File: src/rtl/sweep_acq_top.sv
// Sweep acquisition controller: steps the DAC0 code from StartDAC0 to EndDAC0.
// At each code it loads the slow control, acquires MaxPackageNumber packages,
// then writes one record per code into the USB data FIFO.
// Optional feature macro: SWEEP_ACQ_HEADER_EN. When it is defined, each record
// opens with HEADER_WORD (3 words); by default a record is 2 words (DAC, count).
// reset_n is the legacy reset of this codebase: asynchronous and active-high.
module sweep_acq_top #(
  parameter logic [15:0] HEADER_WORD = 16'h5A5A,
  parameter int unsigned DAC_WIDTH   = 10
) (
  input  logic                 clk,
  input  logic                 reset_n,
  input  logic                 SweepStart,
  output logic                 SingleACQStart,
  output logic                 ForceMicrorocAcqReset,
  output logic                 ACQDone,
  input  logic                 DataTransmitDone,
  input  logic [DAC_WIDTH-1:0] StartDAC0,
  input  logic [DAC_WIDTH-1:0] EndDAC0,
  input  logic [15:0]          MaxPackageNumber,
  input  logic [15:0]          ParallelData,
  input  logic                 ParallelData_en,
  output logic [DAC_WIDTH-1:0] OutDAC0,
  output logic                 LoadSCParameter,
  input  logic                 MicrorocConfigDone,
  output logic [15:0]          SweepACQData,
  output logic                 SweepACQData_en,
  input  logic                 UsbDataFifoFull
);

  localparam int unsigned CNT_W  = 16;
  localparam int unsigned WORD_W = 16;

  typedef enum logic [3:0] {
    IDLE, LOAD_SC, WAIT_CFG, ACQ_RUN, ACQ_STOP,
    OUT_HDR, OUT_DAC, OUT_CNT, NEXT, DONE
  } state_t;

  state_t               state, state_n;
  logic                 start_d;
  logic [DAC_WIDTH-1:0] dac_start, dac_start_n;
  logic [DAC_WIDTH-1:0] dac_end, dac_end_n;
  logic [CNT_W-1:0]     max_pkg, max_pkg_n;
  logic [CNT_W-1:0]     cnt, cnt_n;
  logic [DAC_WIDTH-1:0] out_dac, out_dac_n;
  logic [WORD_W-1:0]    data, data_n;
  logic                 load_q, acq_q, frc_q, done_q;
  logic                 sweep_rise;
  logic                 wr_en_c;
  logic                 unused_par;

  // Acquisition payload is not part of the record; only its strobe is counted.
  assign unused_par = ^ParallelData;

  assign sweep_rise = SweepStart & ~start_d;

  // A FIFO write must never coincide with full, so the strobe is gated by the
  // live full flag; the word itself is registered and stable while stalled.
  assign wr_en_c = ((state == OUT_HDR) || (state == OUT_DAC) || (state == OUT_CNT))
                   && !UsbDataFifoFull;

  assign SingleACQStart        = acq_q;
  assign ForceMicrorocAcqReset = frc_q;
  assign ACQDone               = done_q;
  assign LoadSCParameter       = load_q;
  assign OutDAC0               = out_dac;
  assign SweepACQData          = data;
  assign SweepACQData_en       = wr_en_c;

  // State register, latched sweep parameters and Moore outputs of the next state.
  always_ff @(posedge clk or posedge reset_n) begin
    if (reset_n) begin
      state     <= IDLE;
      start_d   <= 1'b0;
      dac_start <= '0;
      dac_end   <= '0;
      max_pkg   <= '0;
      cnt       <= '0;
      out_dac   <= '0;
      data      <= '0;
      load_q    <= 1'b0;
      acq_q     <= 1'b0;
      frc_q     <= 1'b0;
      done_q    <= 1'b0;
    end else begin
      state     <= state_n;
      start_d   <= SweepStart;
      dac_start <= dac_start_n;
      dac_end   <= dac_end_n;
      max_pkg   <= max_pkg_n;
      cnt       <= cnt_n;
      out_dac   <= out_dac_n;
      data      <= data_n;
      load_q    <= (state_n == LOAD_SC);
      acq_q     <= (state_n == ACQ_RUN);
      frc_q     <= (state_n == ACQ_STOP);
      done_q    <= (state_n == DONE);
    end
  end

  // Next-state, parameter latching, package counting and record word selection.
  always_comb begin
    state_n     = state;
    dac_start_n = dac_start;
    dac_end_n   = dac_end;
    max_pkg_n   = max_pkg;
    cnt_n       = cnt;
    out_dac_n   = out_dac;
    data_n      = data;

    case (state)
      IDLE: begin
        if (sweep_rise) begin
          dac_start_n = StartDAC0;
          dac_end_n   = EndDAC0;
          max_pkg_n   = MaxPackageNumber;
          out_dac_n   = StartDAC0;
          state_n     = LOAD_SC;
        end
      end
      LOAD_SC: state_n = WAIT_CFG;
      WAIT_CFG: begin
        if (MicrorocConfigDone) begin
          cnt_n   = '0;
          state_n = ACQ_RUN;
        end
      end
      ACQ_RUN: begin
        // Leave in the same cycle the limit is hit so no extra package counts.
        if (cnt == max_pkg) begin
          state_n = ACQ_STOP;
        end else if (ParallelData_en) begin
          cnt_n = CNT_W'(cnt + 1'b1);
          if (CNT_W'(cnt + 1'b1) == max_pkg) state_n = ACQ_STOP;
        end
      end
`ifdef SWEEP_ACQ_HEADER_EN
      ACQ_STOP: state_n = OUT_HDR;
`else
      ACQ_STOP: state_n = OUT_DAC;
`endif
      OUT_HDR: if (!UsbDataFifoFull) state_n = OUT_DAC;
      OUT_DAC: if (!UsbDataFifoFull) state_n = OUT_CNT;
      OUT_CNT: if (!UsbDataFifoFull) state_n = NEXT;
      NEXT: begin
        // Reversed range gives a single point; the top code never wraps.
        if ((out_dac == dac_end) || (dac_end < dac_start) || (out_dac == '1)) begin
          state_n = DONE;
        end else begin
          out_dac_n = DAC_WIDTH'(out_dac + 1'b1);
          state_n   = LOAD_SC;
        end
      end
      DONE: if (DataTransmitDone) state_n = IDLE;
      default: state_n = IDLE;
    endcase

    case (state_n)
      OUT_HDR: data_n = HEADER_WORD;
      OUT_DAC: data_n = WORD_W'(out_dac_n);
      OUT_CNT: data_n = cnt_n;
      default: data_n = data;
    endcase
  end

endmodule

File: config.mk
export PLATFORM = sky130hd
export DESIGN_NAME = sweep_acq_top
export DESIGN_NICKNAME = d
export VERILOG_FILES = /design/src/rtl/sweep_acq_top.sv
export SDC_FILE = /design/constraint.sdc
export NUM_CORES = 1
export LEC_CHECK = 0
export CORE_ASPECT_RATIO = 1.1
export CORE_MARGIN = 1
export CORE_UTILIZATION = 50
export CTS_BUF_LIST = sky130_fd_sc_hd__clkbuf_4 sky130_fd_sc_hd__clkbuf_8 sky130_fd_sc_hd__clkbuf_16
export DETAILED_ROUTE_END_ITERATION = 10
export DONT_BUFFER_PORTS = 1
export MAX_ROUTING_LAYER = met4
export PLACE_DENSITY = 0.72
export SLEW_MARGIN = 20
export SYNTH_ARGS = -nofsm -noshare
export SYNTH_HDL_FRONTEND = slang
export SYNTH_SLANG_ARGS = --single-unit
File: constraint.sdc
create_clock -name clk -period 4.7 [get_ports clk]
set_input_delay 1.41 -clock clk [delete_from_list [all_inputs] [get_ports clk]]
set_output_delay 1.41 -clock clk [all_outputs]
set_load 0.03 [all_outputs]
==> metrics.cfg <==
[floorplan]
io_pins = 90
die-area_um2 = 10920
floorplan.initialDensity_pct = 52.37
core-area_um2 = 10030
die_h_um = 109.5
fp.dieW_um = 99.74
std_cell_rows = 38

[sta]
worst_slew_pin_slew_ns = 0.9704
setup-violations-final = 0
relSlewSlack_pct = 35.15
setup_ws_ns = 1.459
fin_crit_ns = 3.241
finalCritPeriodShare_pct = 68.95
rsz0062_at_grt = false
skew_ns = 0.01049
holdWs_ns = 0.5237
setup_tns_ns = 0
finalHoldViolations = 0
maxSlewViolCount = 0
clock.fmax_ghz = 0.3086

[cells_and_area]
nets = 605
synthToLayoutAreaGrowth_pct = 6.502
final_common_cell = dfrtp_1
filler_cell_count = 893
drive_above_1_share_pct = 14.84
diodes = 0
mostFrequentLayoutCells = dfrtp_1 (87), nand2_1 (46), nor2_1 (40)
post-route-util_pct = 55.77

[hold_path]
min_path_type = reg -> reg
min_from = dac_start[0]

[synth]
synth_ff_type = dfrtp_1
synth_edf_count = 0
ys_seq_area_share_pct = 41.44
synth_warnings = 0
netlist_instances = 545
synth.distinct_cells = 78
synth_area_um2 = 5254
synth_seq_cells = 87
synthArstFlopShare_pct = 100.0
synth_fp_nets = 615
avgSynthCellArea_um2 = 9.640

[route]
drtIter0Drc = 322
vias_per_cell = 6.227
wirelength_um = 13200
postRouteAntennaNets = 0
wl_per_cell_um = 19.43
via_count = 4228
route.detailed.drc = 0
dr.pass1.iters = 5

[clock_network]
postCtsSetupBuffers = 0
clock-root-buffer = clkbuf_8
htreeDepth = 3
cts.sinks = 87
numCtsBuffers = 9
ctsLongestPathBuffers = 2
cts_resized = 0
cts.reportedPaths.clkPinSlew_ns = 0.09
ctsHoldBuffers = 0
insertion_delay_ns = 0.36
cts_tree = yes

[global_route]
antenna_found_initial = 0
grt_pass1_wl_um = 21340
grt_overflow_total = 0
grt_use_met1_pct = 37.25
gr-usage-met2_pct = 37.64
grt_use_met3_pct = 5.404
grt_pass1_vias = 3975
grt_use_total_pct = 26.41
busiest_layer = met2
grt_max_degree = 40

[critical_path]
cp.required_ns = 4.95
r2r_slack_ns = 1.46
critPathArrivalTime_ns = 3.49
crit_path_start_kind = flop
path_max_fanout = 9
r2r-start = cnt[0]
path_class = reg -> reg
worstSetupEndpointType = flop
cp-startpoint = cnt[0]

[pwr]
ir_worst_vdd_mv = 0.2545
power.density_nw_per_um2 = 568.7
power_mw = 3.182
p_leak_nw = 2.375

[run_status]
status = finished clean

[place]
dp_hpwl_um = 9936
gp_congestion = 0.9698
post-place-ws_ns = 1.361
io_buffers = 0

[job]
cap_violations = 0

## per-stage QoR
step	cells	area, µm²
6_report	679	5595
5_1_grt	679	5595
4_1_cts	679	5595
3_5_place_dp	664	5380
3_3_place_gp	664	5380
2_1_floorplan	545	5254
## worst paths after layout
kind	to	depth (start not counted)
worst max register to register	SweepACQData[3]	10
min in group asynchronous	OutDAC0[4]	1
worst max-delay path	SweepACQData[3]	10
max in group asynchronous	max_pkg[11]	2
worst min register to register	dac_start[0]	1
worst min-delay path	dac_start[0]	1
## final cells by class
| cell class | instances | area [µm²] | share of cell area (%) |
|---|---|---|---|
| Multi-Input combinational cell | 406 | 2870 | 51.30 |
| Sequential cell | 87 | 2177 | 38.91 |
| Tap cell | 140 | 175.2 | 3.131 |
| Clock buffer | 11 | 145.1 | 2.594 |
| Inverter | 21 | 82.58 | 1.476 |
| Timing Repair Buffer | 10 | 75.07 | 1.342 |
| Clock inverter | 4 | 70.07 | 1.252 |
## Yosys cell counts, types with 6 or more instances
library cell	instances	share of area, %
nor3_1	20	1.9
and2_1	8	0.95
dfrtp_1	87	41
nand2_1	46	3.3
clkbuf_1	23	1.6
nand4_1	13	1.5
xnor2_1	17	2.8
mux2i_1	9	1.7
o22ai_1	7	0.83
xor2_1	17	2.8
or3_1	7	0.83
a22oi_1	6	0.86
a21oi_1	18	1.7
and3_1	7	0.83
mux2_2	28	6.0
inv_1	20	1.4
buf_2	7	0.67
nor2_1	41	2.9
a311o_1	6	1.1
ha_1	11	2.6
nand3_1	11	1.0
nor4_1	8	0.95
nand2b_1	6	0.71
o21ai_0	30	2.9
## sequential cells by signal, summed over array words and instances, names as in the netlist, 4 cells and up
register      cells
cnt              16
max_pkg          16
state             4
OutDAC0          10
dac_end          10
dac_start        10
SweepACQData     16
## power by group
part           switching, mW  total (mW)  leakage, nW  internal (mW)
registers              0.331        1.28         1.10          0.953
logic                  0.784        1.32         1.16          0.532
clock network          0.266       0.582        0.113          0.316
total                   1.38        3.18         2.37           1.80
## cell families (layout without fill, tap and decap cells)
logic type / Yosys count / in the layout / synth area share (%)
adders and majority gates: 11 / 11 / 2.620
AOI/OAI and AO/OA: 127 / 127 / 17.58
DFF: 87 / 87 / 41.44
xor gates and xnor gates: 34 / 34 / 5.668
and+or+nand+nor: 196 / 196 / 20.62
muxes: 38 / 38 / 8.002
buffers and inverters: 52 / 46 / 4.072
## layer usage
| metal | wire [µm] | up-vias |
|---|---|---|
| met4 | 231 | 0 |
| met3 | 1023 | 17 |
| li1 | - | 1979 |
| met5 | 0 | - |
| met2 | 5897 | 167 |
| met1 | 6044 | 2065 |
## critical path, cell delays in order (launching register included)
cell     delay (ns)
dfrtp_1        0.52
ha_1           0.37
nand4_4        0.20
nor4_1         0.42
xor2_1         0.12
a311o_1        0.32
nor4_4         0.43
nor3_4         0.13
nor2_4         0.18
inv_4          0.10
o311a_1        0.34
Note: power is estimated with default switching activity, not from simulation.
